===== src/rtl/hamming_enc_ctrl.sv =====
// hamming_enc_ctrl: sequencing controller for the protected Hamming encode path.
// Authenticates a serial security code, buffers the 4-bit user word, strobes the
// datapath register load, captures the 7-bit codeword and presents it on a
// valid/ready output.
//
// Configuration macro: HAMMING_ENC_CTRL_LOCKOUT_EN
//   defined   - consecutive failures are counted and MAX_FAILS of them lock the
//               block out for LOCK_CYCLES clocks.
//   undefined - no failure counter or lockout; locked is tied to 0.
//
// Ports:
//   clk          rising-edge clock
//   rst          asynchronous active-low reset
//   start        begin transaction (sampled in IDLE only)
//   data_in      user word, captured with start
//   code_bit     serial security-code bit, MSB first
//   code_valid   code_bit qualifier (honoured in COLLECT only)
//   hamming_out  codeword from the hamming instance
//   reg_data     buffered word to register.in
//   load         one-cycle load strobe to register
//   enc_data     captured codeword
//   enc_valid    enc_data valid
//   enc_ready    downstream accepts enc_data
//   busy         high in every state except IDLE
//   auth_fail    one-cycle pulse on a code mismatch
//   locked       high while locked out
module hamming_enc_ctrl #(
  parameter int unsigned          CODE_LEN    = 4,
  parameter logic [CODE_LEN-1:0]  CODE        = CODE_LEN'(4'b1011),
  parameter int unsigned          MAX_FAILS   = 3,
  parameter int unsigned          LOCK_CYCLES = 16
) (
  input  logic       clk,
  input  logic       rst,
  input  logic       start,
  input  logic [3:0] data_in,
  input  logic       code_bit,
  input  logic       code_valid,
  input  logic [6:0] hamming_out,
  output logic [3:0] reg_data,
  output logic       load,
  output logic [6:0] enc_data,
  output logic       enc_valid,
  input  logic       enc_ready,
  output logic       busy,
  output logic       auth_fail,
  output logic       locked
);

  localparam int unsigned BW = $clog2(CODE_LEN + 1);

  // Elaboration-time parameter range guard.
  if (CODE_LEN < 1 || CODE_LEN > 8 || MAX_FAILS < 1 || LOCK_CYCLES < 1) begin : g_bad_cfg
    $error("hamming_enc_ctrl: parameter out of range");
  end

  typedef enum logic [2:0] {
    S_IDLE    = 3'd0,
    S_COLLECT = 3'd1,
    S_CHECK   = 3'd2,
    S_LOAD    = 3'd3,
    S_CAPTURE = 3'd4,
    S_OUT     = 3'd5,
    S_LOCKED  = 3'd6
  } state_e;

  state_e              state_q, state_d;
  logic [3:0]          data_q, data_d;
  logic [BW-1:0]       bit_cnt_q, bit_cnt_d;
  logic [CODE_LEN-1:0] shift_q, shift_d;
  logic [6:0]          enc_data_q, enc_data_d;
  logic                enc_valid_q, enc_valid_d;
  logic                load_q, load_d;
  logic                busy_q, busy_d;
  logic                auth_fail_q, auth_fail_d;

`ifdef HAMMING_ENC_CTRL_LOCKOUT_EN
  localparam int unsigned FW = $clog2(MAX_FAILS + 1);
  localparam int unsigned LW = $clog2(LOCK_CYCLES + 1);

  logic [FW-1:0] fail_cnt_q, fail_cnt_d;
  logic [LW-1:0] lock_cnt_q, lock_cnt_d;
  logic          locked_q, locked_d;
`endif

  // Next-state and next-output logic; outputs are decoded from the next state
  // so every output comes straight from a flop.
  always_comb begin
    state_d     = state_q;
    data_d      = data_q;
    bit_cnt_d   = bit_cnt_q;
    shift_d     = shift_q;
    enc_data_d  = enc_data_q;
    enc_valid_d = enc_valid_q;
`ifdef HAMMING_ENC_CTRL_LOCKOUT_EN
    fail_cnt_d  = fail_cnt_q;
    lock_cnt_d  = lock_cnt_q;
`endif

    case (state_q)
      S_IDLE: begin
        if (start) begin
          data_d    = data_in;
          bit_cnt_d = '0;
          shift_d   = '0;
          state_d   = S_COLLECT;
        end
      end
      S_COLLECT: begin
        if (code_valid) begin
          shift_d   = CODE_LEN'({shift_q, code_bit});
          bit_cnt_d = bit_cnt_q + BW'(1);
          if (bit_cnt_q == BW'(CODE_LEN - 1)) state_d = S_CHECK;
        end
      end
      S_CHECK: begin
        if (shift_q == CODE) begin
          state_d = S_LOAD;
        end else begin
`ifdef HAMMING_ENC_CTRL_LOCKOUT_EN
          if (fail_cnt_q != FW'(MAX_FAILS)) fail_cnt_d = fail_cnt_q + FW'(1);
          if (FW'(fail_cnt_q + FW'(1)) == FW'(MAX_FAILS)) begin
            lock_cnt_d = '0;
            state_d    = S_LOCKED;
          end else begin
            state_d = S_IDLE;
          end
`else
          state_d = S_IDLE;
`endif
        end
      end
      S_LOAD: begin
        state_d = S_CAPTURE;
      end
      S_CAPTURE: begin
        enc_data_d  = hamming_out;
        enc_valid_d = 1'b1;
        state_d     = S_OUT;
      end
      S_OUT: begin
        if (enc_ready) begin
          enc_valid_d = 1'b0;
`ifdef HAMMING_ENC_CTRL_LOCKOUT_EN
          fail_cnt_d  = '0;
`endif
          state_d     = S_IDLE;
        end
      end
`ifdef HAMMING_ENC_CTRL_LOCKOUT_EN
      S_LOCKED: begin
        // lock_cnt is 0 on the first LOCKED cycle, so this gives LOCK_CYCLES cycles.
        if (lock_cnt_q == LW'(LOCK_CYCLES - 1)) begin
          lock_cnt_d = '0;
          fail_cnt_d = '0;
          state_d    = S_IDLE;
        end else begin
          lock_cnt_d = lock_cnt_q + LW'(1);
        end
      end
`endif
      default: begin
        state_d = S_IDLE;
      end
    endcase

    load_d      = (state_d == S_LOAD);
    busy_d      = (state_d != S_IDLE);
    // The mismatch verdict is taken on the final shifted value as CHECK is entered.
    auth_fail_d = (state_d == S_CHECK) && (shift_d != CODE);
`ifdef HAMMING_ENC_CTRL_LOCKOUT_EN
    locked_d    = (state_d == S_LOCKED);
`endif
  end

  // State and output registers.
  always_ff @(posedge clk or negedge rst) begin
    if (!rst) begin
      state_q     <= S_IDLE;
      data_q      <= '0;
      bit_cnt_q   <= '0;
      shift_q     <= '0;
      enc_data_q  <= '0;
      enc_valid_q <= 1'b0;
      load_q      <= 1'b0;
      busy_q      <= 1'b0;
      auth_fail_q <= 1'b0;
`ifdef HAMMING_ENC_CTRL_LOCKOUT_EN
      fail_cnt_q  <= '0;
      lock_cnt_q  <= '0;
      locked_q    <= 1'b0;
`endif
    end else begin
      state_q     <= state_d;
      data_q      <= data_d;
      bit_cnt_q   <= bit_cnt_d;
      shift_q     <= shift_d;
      enc_data_q  <= enc_data_d;
      enc_valid_q <= enc_valid_d;
      load_q      <= load_d;
      busy_q      <= busy_d;
      auth_fail_q <= auth_fail_d;
`ifdef HAMMING_ENC_CTRL_LOCKOUT_EN
      fail_cnt_q  <= fail_cnt_d;
      lock_cnt_q  <= lock_cnt_d;
      locked_q    <= locked_d;
`endif
    end
  end

  assign reg_data  = data_q;
  assign load      = load_q;
  assign enc_data  = enc_data_q;
  assign enc_valid = enc_valid_q;
  assign busy      = busy_q;
  assign auth_fail = auth_fail_q;
`ifdef HAMMING_ENC_CTRL_LOCKOUT_EN
  assign locked    = locked_q;
`else
  assign locked    = 1'b0;
`endif

endmodule


===== config.mk =====
export PLATFORM = sky130hd
export DESIGN_NAME = hamming_enc_ctrl
export DESIGN_NICKNAME = d
export VERILOG_FILES = /design/src/rtl/hamming_enc_ctrl.sv
export SDC_FILE = /design/constraint.sdc
export NUM_CORES = 1
export LEC_CHECK = 0
export ABC_AREA = 1
export CORE_UTILIZATION = 25
export DETAILED_ROUTE_END_ITERATION = 10
export GPL_TIMING_DRIVEN = 1
export PLACE_DENSITY = 0.56
export SYNTH_ARGS = -nofsm -noshare
export SYNTH_HDL_FRONTEND = slang
export SYNTH_SLANG_ARGS = --single-unit

===== constraint.sdc =====
create_clock -name clk -period 1.4 [get_ports clk]
set_input_delay 0.42 -clock clk [delete_from_list [all_inputs] [get_ports clk]]
set_output_delay 0.42 -clock clk [all_outputs]
set_load 0.02 [all_outputs]

==> flow_summary.toml, run 1 <==
[run]
max-cap-violations = 0

[pwr]
vdd_ir_drop_max_v = 0.000666
clockPowerShare_pct = 14.9
combinational_power_share_pct = 44.4
power.internal_mw = 1.75
design_power_mw = 2.95
p_leak_nw = 0.744
switching_share_pct = 40.7
power_density_nw_per_um2 = 1920
share_seq_of_total_power_pct = 40.7
switchingPower_mw = 1.20

[timing]
min_period_ns = 1.36
min_period_over_period_pct = 97.3
slew_violations = 0
grt_setup_unrepaired = "true"
clock_skew_ns = 0.00681
finalHoldWorstSlack_ns = 0.488
maximum_frequency_from_static_timing_analysis_mhz = 734
hold_viol = 0
setup_tns_ns = 0
final-setup-viol-count = 0

[clock_network]
clock-sinks = 25
ctsHtreeMaxLevel = 1
clk_transition_reported_paths_ns = 0.09
cts_made_buffers = 3
clockRootBuffer = "sky130_fd_sc_hd__clkbuf_8"
ctsLongestPathBuffers = 2
insertion_delay_to_the_later_sink_of_the_worst_skew_pair_ns = 0.27
clock_tree_from_tritoncts = "yes"

[setup_path]
critPathCapture = "auth_fail"
r2r-start = "state_q[1]"
timing.critical_path.slowest_cell_delay_ns = 0.39
timing.critical_path.cells = "clkdlybuf4s15_1"
r2r_slack_ns = 0.11
timing.critical_path.max_delay_family = "flip-flops"
cp-startpoint = "auth_fail"
r2r-end = "reg_data[1]"
timing.critical_path.arrival_ns = 0.94
worst-r2r-cell-count = 3
cpMaxStageDelayCell = "sky130_fd_sc_hd__dfrtp_1"
setup.worst_path.class = "flop to primary output"
crit_cells = 1
worstPathMaxFanout = 1
cp_num_buf_inv = 1
worstPathRequired_ns = 0.98
endpoint_kind = "primary output"
start_kind = "flop"

[logic_synthesis]
seq_area_frac_synth_pct = 55.4
synthesis.yosys.warnings = 0
postSynthNetCount = 133
synth_largest_type_area_fraction_pct = 55.4
post_synth_num_cell_types = 20
synth.ff_latch_count = 25
syn_inst = 114
mapped_area_um2 = 1130
post_synth.cell_area_avg_um2 = 9.90
yosys-top-cells-area = "sky130_fd_sc_hd__dfrtp_1, sky130_fd_sc_hd__mux2_2, sky130_fd_sc_hd__nand2_1, sky130_fd_sc_hd__inv_1, sky130_fd_sc_hd__nand3_2"
netlist.top_cell.by_area = "sky130_fd_sc_hd__dfrtp_1"

[placed_design]
dp_cells = 199
final_hpwl_dp_um = 1790
place.gp.congestion = 0.901
io_buffers = 31

[grt]
grt_residual_overflow = 0
grt_first_pass_wirelength_um = 4320
number_of_antenna_violations_at_the_first_check_in_global_routing = 0
track_usage_pct = 11.0
grt_max_degree = 26
via_count_of_the_first_global_routing_pass = 927

[routing]
wirelength_um = 2340
wl_per_cell_um = 11.5
detailedRoute.firstPassIterationCount = 4
avgViaCountPerCell = 4.34
residual_drc_count = 0
drtIter0Drc = 20
drtAntennaViolNets = 0
vias = 881

[finish]
count_of_non_filler_cells_in_the_finished_layout = 203
drive_above_1_share_pct = 27.2
insertedDiodeCount = 0
flow.area_growth_from_synthesis_pct = 36.3
final_util_pct = 35.3
fin_nets = 171

[floorplan]
die_area_um2 = 4790
floorplan.rows = 24
pin_count = 33
core_um2 = 4350
starting_density_pct = 25.9
die_h_um = 69.2
floorplan.die.width_um = 69.2

[min_path]
hold_path_class = "input port to async pin"

[status]
status = "completed"
power groups by stage:
stage | registers (mW) | logic, mW | clock network, mW
3_3_place_gp | 1.19 | 1.44 | 0
6_report | 1.20 | 1.31 | 0.439
4_1_cts | 1.20 | 1.37 | 0.454
2_1_floorplan | 1.42 | 0.610 | 0
3_5_place_dp | 1.21 | 1.47 | 0
5_1_grt | 1.25 | 1.45 | 0.487
worst reg2reg max path: stages, from the launching register on:
cell,delay (ns)
sky130_fd_sc_hd__dfrtp_1,0.48
sky130_fd_sc_hd__nor2_4,0.19
sky130_fd_sc_hd__nand3_2,0.19
sky130_fd_sc_hd__mux2_2,0.32
registers in the layout (all words and copies together), names as in the netlist:
name / flops
shift_q: 4
state_q: 3
load: 1
busy: 1
enc_data: 7
bit_cnt_q: 3
enc_valid: 1
reg_data: 4
auth_fail: 1
metal layers:
metal / routed length, um / global-route usage (%)
met4: 29 / 4.08
met3: 63 / 1.31
met5: 0 / 0
met2: 1220 / 19.2
met1: 1020 / 14.0
stage by stage:
stage          area, um2  setup slack (ns)
6_report            1540            0.0377
5_1_grt             1540          -0.00553
4_1_cts             1570          0.000106
3_5_place_dp        1530            -0.307
3_3_place_gp        1530            -0.272
2_1_floorplan       1130             0.207
area by class of cell:
class	instances	area, um2
Clock buffer	3	41.3
Clock inverter	1	7.51
Fill cell	431	2820
Inverter	15	56.3
Multi-Input combinational cell	72	444
Sequential cell	25	627
Tap cell	52	65.1
Timing Repair Buffer	35	297
worst min path at each step:
stage / from / to / slack [ns] / depth (start not counted)
after floorplan: rst / auth_fail / 0.12 / 0
after global routing: rst / enc_data[0] / 0.49 / 2
after global placement: enc_data[6] / enc_data[6] / 0.49 / 1
after CTS: rst / enc_data[0] / 0.49 / 2
final: rst / enc_data[0] / 0.49 / 2
after detailed placement: enc_data[4] / enc_data[4] / 0.49 / 1
placed cells by master, fill, tap and decap left out:
master                            synthesis  layout
sky130_fd_sc_hd__nand2_1                 30      29
sky130_fd_sc_hd__dfrtp_1                 25      24
sky130_fd_sc_hd__clkdlybuf4s50_1          0      15
sky130_fd_sc_hd__inv_1                   13      13
sky130_fd_sc_hd__mux2_2                  11      11
sky130_fd_sc_hd__clkbuf_2                 0      11
sky130_fd_sc_hd__o21ai_0                  6       6
sky130_fd_sc_hd__nor2_1                   6       6
sky130_fd_sc_hd__clkdlybuf4s15_1          0       4
sky130_fd_sc_hd__nor3_1                   3       3
sky130_fd_sc_hd__nand3_2                  3       3
sky130_fd_sc_hd__nand3_1                  3       3
sky130_fd_sc_hd__clkbuf_8                 0       3
sky130_fd_sc_hd__buf_4                    1       3
sky130_fd_sc_hd__inv_2                    2       2
sky130_fd_sc_hd__nand2_2                  1       2
sky130_fd_sc_hd__nor2_4                   2       2
sky130_fd_sc_hd__ha_1                     2       2
sky130_fd_sc_hd__o31ai_1                  1       1
sky130_fd_sc_hd__nand4_1                  1       1
sky130_fd_sc_hd__a21oi_1                  1       1
sky130_fd_sc_hd__o21ai_4                  0       1
sky130_fd_sc_hd__conb_1                   1       1
sky130_fd_sc_hd__clkinvlp_4               0       1
sky130_fd_sc_hd__dlygate4sd2_1            0       1
sky130_fd_sc_hd__buf_12                   0       1
sky130_fd_sc_hd__dfrtp_2                  0       1
kinds of logic after synthesis:
kind of cell	synth area share, %
fa+ha+maj	2.22
buf+inv	6.10
simple gates	20.4
other cells	0.332
mux	11.0
flops	55.4
compound gates	4.55
synthesized netlist by cell type:
cell type and count:
sky130_fd_sc_hd__buf_4 1, sky130_fd_sc_hd__nor2_1 6, sky130_fd_sc_hd__inv_1 13, sky130_fd_sc_hd__nand2_1 30, sky130_fd_sc_hd__o21ai_2 1, sky130_fd_sc_hd__a21oi_1 1, sky130_fd_sc_hd__o31ai_1 1, sky130_fd_sc_hd__nand3_2 3
sky130_fd_sc_hd__nor2_4 2, sky130_fd_sc_hd__buf_2 1, sky130_fd_sc_hd__mux2_2 11, sky130_fd_sc_hd__dfrtp_1 25, sky130_fd_sc_hd__nand4_1 1, sky130_fd_sc_hd__ha_1 2, sky130_fd_sc_hd__nand3_1 3, sky130_fd_sc_hd__nor3_1 3
sky130_fd_sc_hd__o21ai_0 6, sky130_fd_sc_hd__inv_2 2, sky130_fd_sc_hd__nand2_2 1, sky130_fd_sc_hd__conb_1 1
repair_timing:
item,4_1_cts,5_1_grt
endpoints found under the setup margin,16,16
buffers inserted,0,0
resized for setup,25,20
gates cloned,0,0
hold buffers,0,0
No activity file was read; power rests on OpenSTA's default activity.
==> inputs of run 2 (changes only) <==
- CORE_MARGIN: not set -> 2
- PLACE_DENSITY: 0.56 -> 0.48
- clock period: 1.4 -> 1.5 ns (I/O delays scaled with it)
==> flow_summary.toml, run 2 (synthesis results as in run 1) <==
[routing]
detailedRoute.firstPassIterationCount = 2
avgViaCountPerCell = 4.22
wl_per_cell_um = 11.0
drtAntennaViolNets = 0
drtIter0Drc = 35
wirelength_um = 2230
residual_drc_count = 0
vias = 853

[timing]
min_period_over_period_pct = 94.7
maximum_frequency_from_static_timing_analysis_mhz = 704
min_period_ns = 1.42
slew_violations = 0
grt_setup_unrepaired = "false"
setup_tns_ns = 0
hold_viol = 0
final-setup-viol-count = 0
clock_skew_ns = 0.00482
fin_ws_ns = 0.0794

[clock_network]
clock-sinks = 25
ctsHtreeMaxLevel = 1
cts_made_buffers = 3
ctsLongestPathBuffers = 2
insertion_delay_to_the_later_sink_of_the_worst_skew_pair_ns = 0.26
clock_tree_from_tritoncts = "yes"
clockRootBuffer = "sky130_fd_sc_hd__clkbuf_8"
clk_transition_reported_paths_ns = 0.08

[placed_design]
io_buffers = 31
dp_cells = 198
preCtsSetupSlack_ns = -0.239
final_hpwl_dp_um = 1760
place.gp.congestion = 0.790

[setup_path]
setup.worst_path.class = "flop to primary output"
worstPathMaxFanout = 2
timing.critical_path.max_delay_family = "flip-flops"
timing.critical_path.slowest_cell_delay_ns = 0.39
timing.critical_path.arrival_ns = 0.97
cpMaxStageDelayCell = "sky130_fd_sc_hd__dfrtp_1"
cp_num_buf_inv = 1
r2r-start = "state_q[2]"
start_kind = "flop"
cp-startpoint = "reg_data[2]"
endpoint_kind = "primary output"
worstPathRequired_ns = 1.05
timing.critical_path.cells = "dlygate4sd2_1"

[pwr]
clockPowerShare_pct = 14.2
share_seq_of_total_power_pct = 41.1
switchingPower_mw = 1.05
power_density_nw_per_um2 = 1730
p_leak_nw = 0.769
vdd_ir_drop_max_v = 0.000610
combinational_power_share_pct = 44.7
design_power_mw = 2.70
power.internal_mw = 1.65
switching_share_pct = 38.8

[grt]
number_of_antenna_violations_at_the_first_check_in_global_routing = 0
via_count_of_the_first_global_routing_pass = 894
grt_max_degree = 26
grt_residual_overflow = 0
grt_first_pass_wirelength_um = 4060
track_usage_pct = 9.85

[finish]
fin_nets = 170
insertedDiodeCount = 0
count_of_non_filler_cells_in_the_finished_layout = 202
final_util_pct = 35.7
largest_register_ff_count = 7
layout_common_cells = "sky130_fd_sc_hd__nand2_1, sky130_fd_sc_hd__dfrtp_1, sky130_fd_sc_hd__clkdlybuf4s50_1, sky130_fd_sc_hd__dlygate4sd2_1, sky130_fd_sc_hd__inv_1"
flow.area_growth_from_synthesis_pct = 37.9
final_common_cell = "sky130_fd_sc_hd__nand2_1"
drive_above_1_share_pct = 18.7

[floorplan]
die_h_um = 71.2
core_um2 = 4350
pin_count = 33
starting_density_pct = 25.9
die_area_um2 = 5070
floorplan.die.width_um = 71.2
floorplan.rows = 24

[status]
status = "completed"

[run]
max-cap-violations = 0

[min_path]
timing.hold.worst.start = "enc_data[2]"
hold_path_class = "flop to flop"
## run 2: final timing paths
check	end	slack, ns	depth (start not counted)
max reg2reg	auth_fail	0.20	8
min reg2reg	enc_data[2]	0.50	1
max	reg_data[2]	0.08	1
min	enc_data[2]	0.50	1
min in group asynchronous	enc_data[3]	0.54	2
max in group asynchronous	shift_q[1]	0.81	2
## run 2: layer usage
metal | part of all wire [%] | GRT usage (%) | wire length [um] | up-vias
met1 | 46 | 13.2 | 1030 | 405
met2 | 49 | 15.9 | 1090 | 14
met5 | 0 | 0 | 0 | -
li1 | - | - | - | 432
met3 | 4.2 | 3.28 | 94 | 2
met4 | 0.31 | 1.26 | 7 | 0
## run 2: metrics by stage
stage | instance area [um2] | hold WS, ns
floorplan | 1130 | 0.154
global placement | 1530 | 0.489
detailed placement | 1530 | 0.494
CTS | 1550 | 0.510
global route | 1560 | 0.524
finish | 1560 | 0.504
## run 2: final cells by class
type | instances | area (um2)
clock inverters | 1 | 5.00
clock buffers | 3 | 41.3
inverters | 15 | 56.3
flip-flops and latches | 25 | 626
well taps | 52 | 65.1
repair buffers | 34 | 329
multi-input cells | 72 | 434
fillers | 447 | 2800
## run 2: worst register-to-register path: cells and delay by family (launching register included)
kind	cells	cell delay, ns
buffers and inverters	1	0.10
flip-flops	1	0.48
AND/OR/NAND/NOR	7	0.61
## run 2: what timing repair did
| action | CTS | global route |
|---|---|---|
| endpoints found under the setup margin | 15 | 3 |
| buffers inserted | 0 | 0 |
| gates resized for setup | 15 | 2 |
| gates cloned | 0 | 0 |
| hold buffers | 0 | 0 |
| pin swaps | 0 | 0 |
## run 2: power groups by stage
stage               logic, mW  clock network, mW  registers, mW
floorplan               0.570                  0           1.33
global placement         1.34                  0           1.12
detailed placement       1.36                  0           1.13
CTS                      1.23              0.412           1.11
global route             1.36              0.445           1.15
finish                   1.21              0.383           1.11
==> inputs of run 3 (changes only) <==
- CAP_MARGIN: not set -> 40
- CORE_ASPECT_RATIO: not set -> 2
- DONT_BUFFER_PORTS: not set -> 1
- PLACE_DENSITY: 0.48 -> 0.38
==> flow_summary.toml, run 3 (synthesis results as in run 1) <==
[status]
status = "completed"

[timing]
grt_setup_unrepaired = "false"
min_period_ns = 1.29
hold_viol = 0
min_period_over_period_pct = 86.3
clock_skew_ns = 0.00801
finalHoldWorstSlack_ns = 0.330
setup_tns_ns = 0
slew_violations = 0
final-setup-viol-count = 0
maximum_frequency_from_static_timing_analysis_mhz = 773
fin_ws_ns = 0.206

[finish]
filler_cell_count = 473
drive_above_1_share_pct = 20.3
layout_common_cells = "sky130_fd_sc_hd__nand2_1, sky130_fd_sc_hd__dfrtp_1, sky130_fd_sc_hd__inv_1"
final_common_cell = "sky130_fd_sc_hd__nand2_1"
fin_nets = 138
flow.area_growth_from_synthesis_pct = 11.5
largest_register_ff_count = 7
final_util_pct = 29.0
insertedDiodeCount = 0

[clock_network]
insertion_delay_to_the_later_sink_of_the_worst_skew_pair_ns = 0.26
ctsHtreeMaxLevel = 1
cts_made_buffers = 3
clock_tree_from_tritoncts = "yes"
ctsLongestPathBuffers = 2
cts.repair.resized = 0
clockRootBuffer = "sky130_fd_sc_hd__clkbuf_8"
clock-sinks = 25
clk_transition_reported_paths_ns = 0.09

[floorplan]
floorplan.rows = 34
floorplan.die.width_um = 51.5
pin_count = 33
die_area_um2 = 5100
starting_density_pct = 26.0
die_h_um = 99.0
core_um2 = 4340

[setup_path]
cp_common_cell = "sky130_fd_sc_hd__nor2_1"
r2r-start = "state_q[1]"
start_kind = "flop"
setup.worst_path.class = "flop to flop"
timing.critical_path.slowest_cell_delay_ns = 0.51
timing.critical_path.arrival_ns = 1.46
endpoint_kind = "flop"
worstPathRequired_ns = 1.67
r2r-end = "auth_fail"
r2r_slack_ns = 0.21
timing.critical_path.cells = "nor2_4, nand2_1, nor2_1, nor2_1, nand2_1, nor2_1, nor2_1"
worstPathMaxFanout = 4
cpMaxStageDelayCell = "sky130_fd_sc_hd__dfrtp_1"
worst-r2r-cell-count = 7

[routing]
wirelength_um = 2280
detailedRoute.firstPassIterationCount = 2
drtIter0Drc = 5
wl_per_cell_um = 13.3
vias = 759
drtAntennaViolNets = 0
residual_drc_count = 0
avgViaCountPerCell = 4.41

[grt]
grt_residual_overflow = 0
via_count_of_the_first_global_routing_pass = 819
grt_first_pass_wirelength_um = 3700
track_usage_pct = 9.42
grt_max_degree = 26
number_of_antenna_violations_at_the_first_check_in_global_routing = 0

[placed_design]
io_buffers = 0
place.gp.congestion = 0.749
final_hpwl_dp_um = 1800
preCtsSetupSlack_ns = 0.198

[pwr]
power_density_nw_per_um2 = 1950
p_leak_nw = 0.606
vdd_ir_drop_max_v = 0.000657
design_power_mw = 2.46

[min_path]
timing.hold.worst.start = "hamming_out[4]"
hold_path_class = "input port to flop"
number_of_instances_on_the_worst_hold_path = 1
worstHoldEndpoint = "enc_data[4]"

[run]
max-cap-violations = 0
[run 3: metrics by stage]
| stage | area [um2] | instances |
|---|---|---|
| 6_report | 1260 | 172 |
| 3_3_place_gp | 1180 | 166 |
| 3_5_place_dp | 1180 | 166 |
| 2_1_floorplan | 1130 | 114 |
| 4_1_cts | 1260 | 172 |
| 5_1_grt | 1260 | 172 |
[run 3: worst max-delay path, delay by kind of cell, from the launching register on]
family | cells | cell delay (ns)
AND/OR/NAND/NOR | 7 | 0.70
flip-flops | 1 | 0.51
[run 3: repair_timing]
action | in CTS | in global routing
endpoints found under the hold margin | 25 | 0
hold buffers | 2 | 0
setup buffers | 0 | 0
[run 3: where the power goes]
| part | internal (mW) | switching, mW | leakage, nW | total (mW) |
|---|---|---|---|---|
| combinational | 0.303 | 0.392 | 0.276 | 0.695 |
| sequential | 0.945 | 0.420 | 0.307 | 1.36 |
| clock | 0.190 | 0.208 | 0.0228 | 0.397 |
[run 3: cell type report]
cell class                      instances  area [um2]  area share, %
Sequential cell                        25         626           49.7
Tap cell                               54        67.6           5.37
Inverter                               15        56.3           4.47
Multi-Input combinational cell         72         434           34.5
Timing Repair Buffer                    2        30.0           2.39
Clock buffer                            4        45.0           3.58
[run 3: layer usage]
layer  GRT usage [%]  share of wire, %  vias to the layer above
li1                -                 -                      368
met1            9.20                36                      364
met2            17.9                58                       25
met3            2.27               4.7                        2
met4            3.64               1.1                        0
met5               0                 0                        -
[run 3: worst max path at each step]
stage / start / to / slack [ns]
6_report: state_q[1] / auth_fail / 0.21
5_1_grt: state_q[0] / auth_fail / 0.02
2_1_floorplan: code_valid / auth_fail / 0.28
3_5_place_dp: state_q[1] / auth_fail / 0.20
3_3_place_gp: state_q[1] / auth_fail / 0.18
4_1_cts: state_q[1] / auth_fail / 0.18
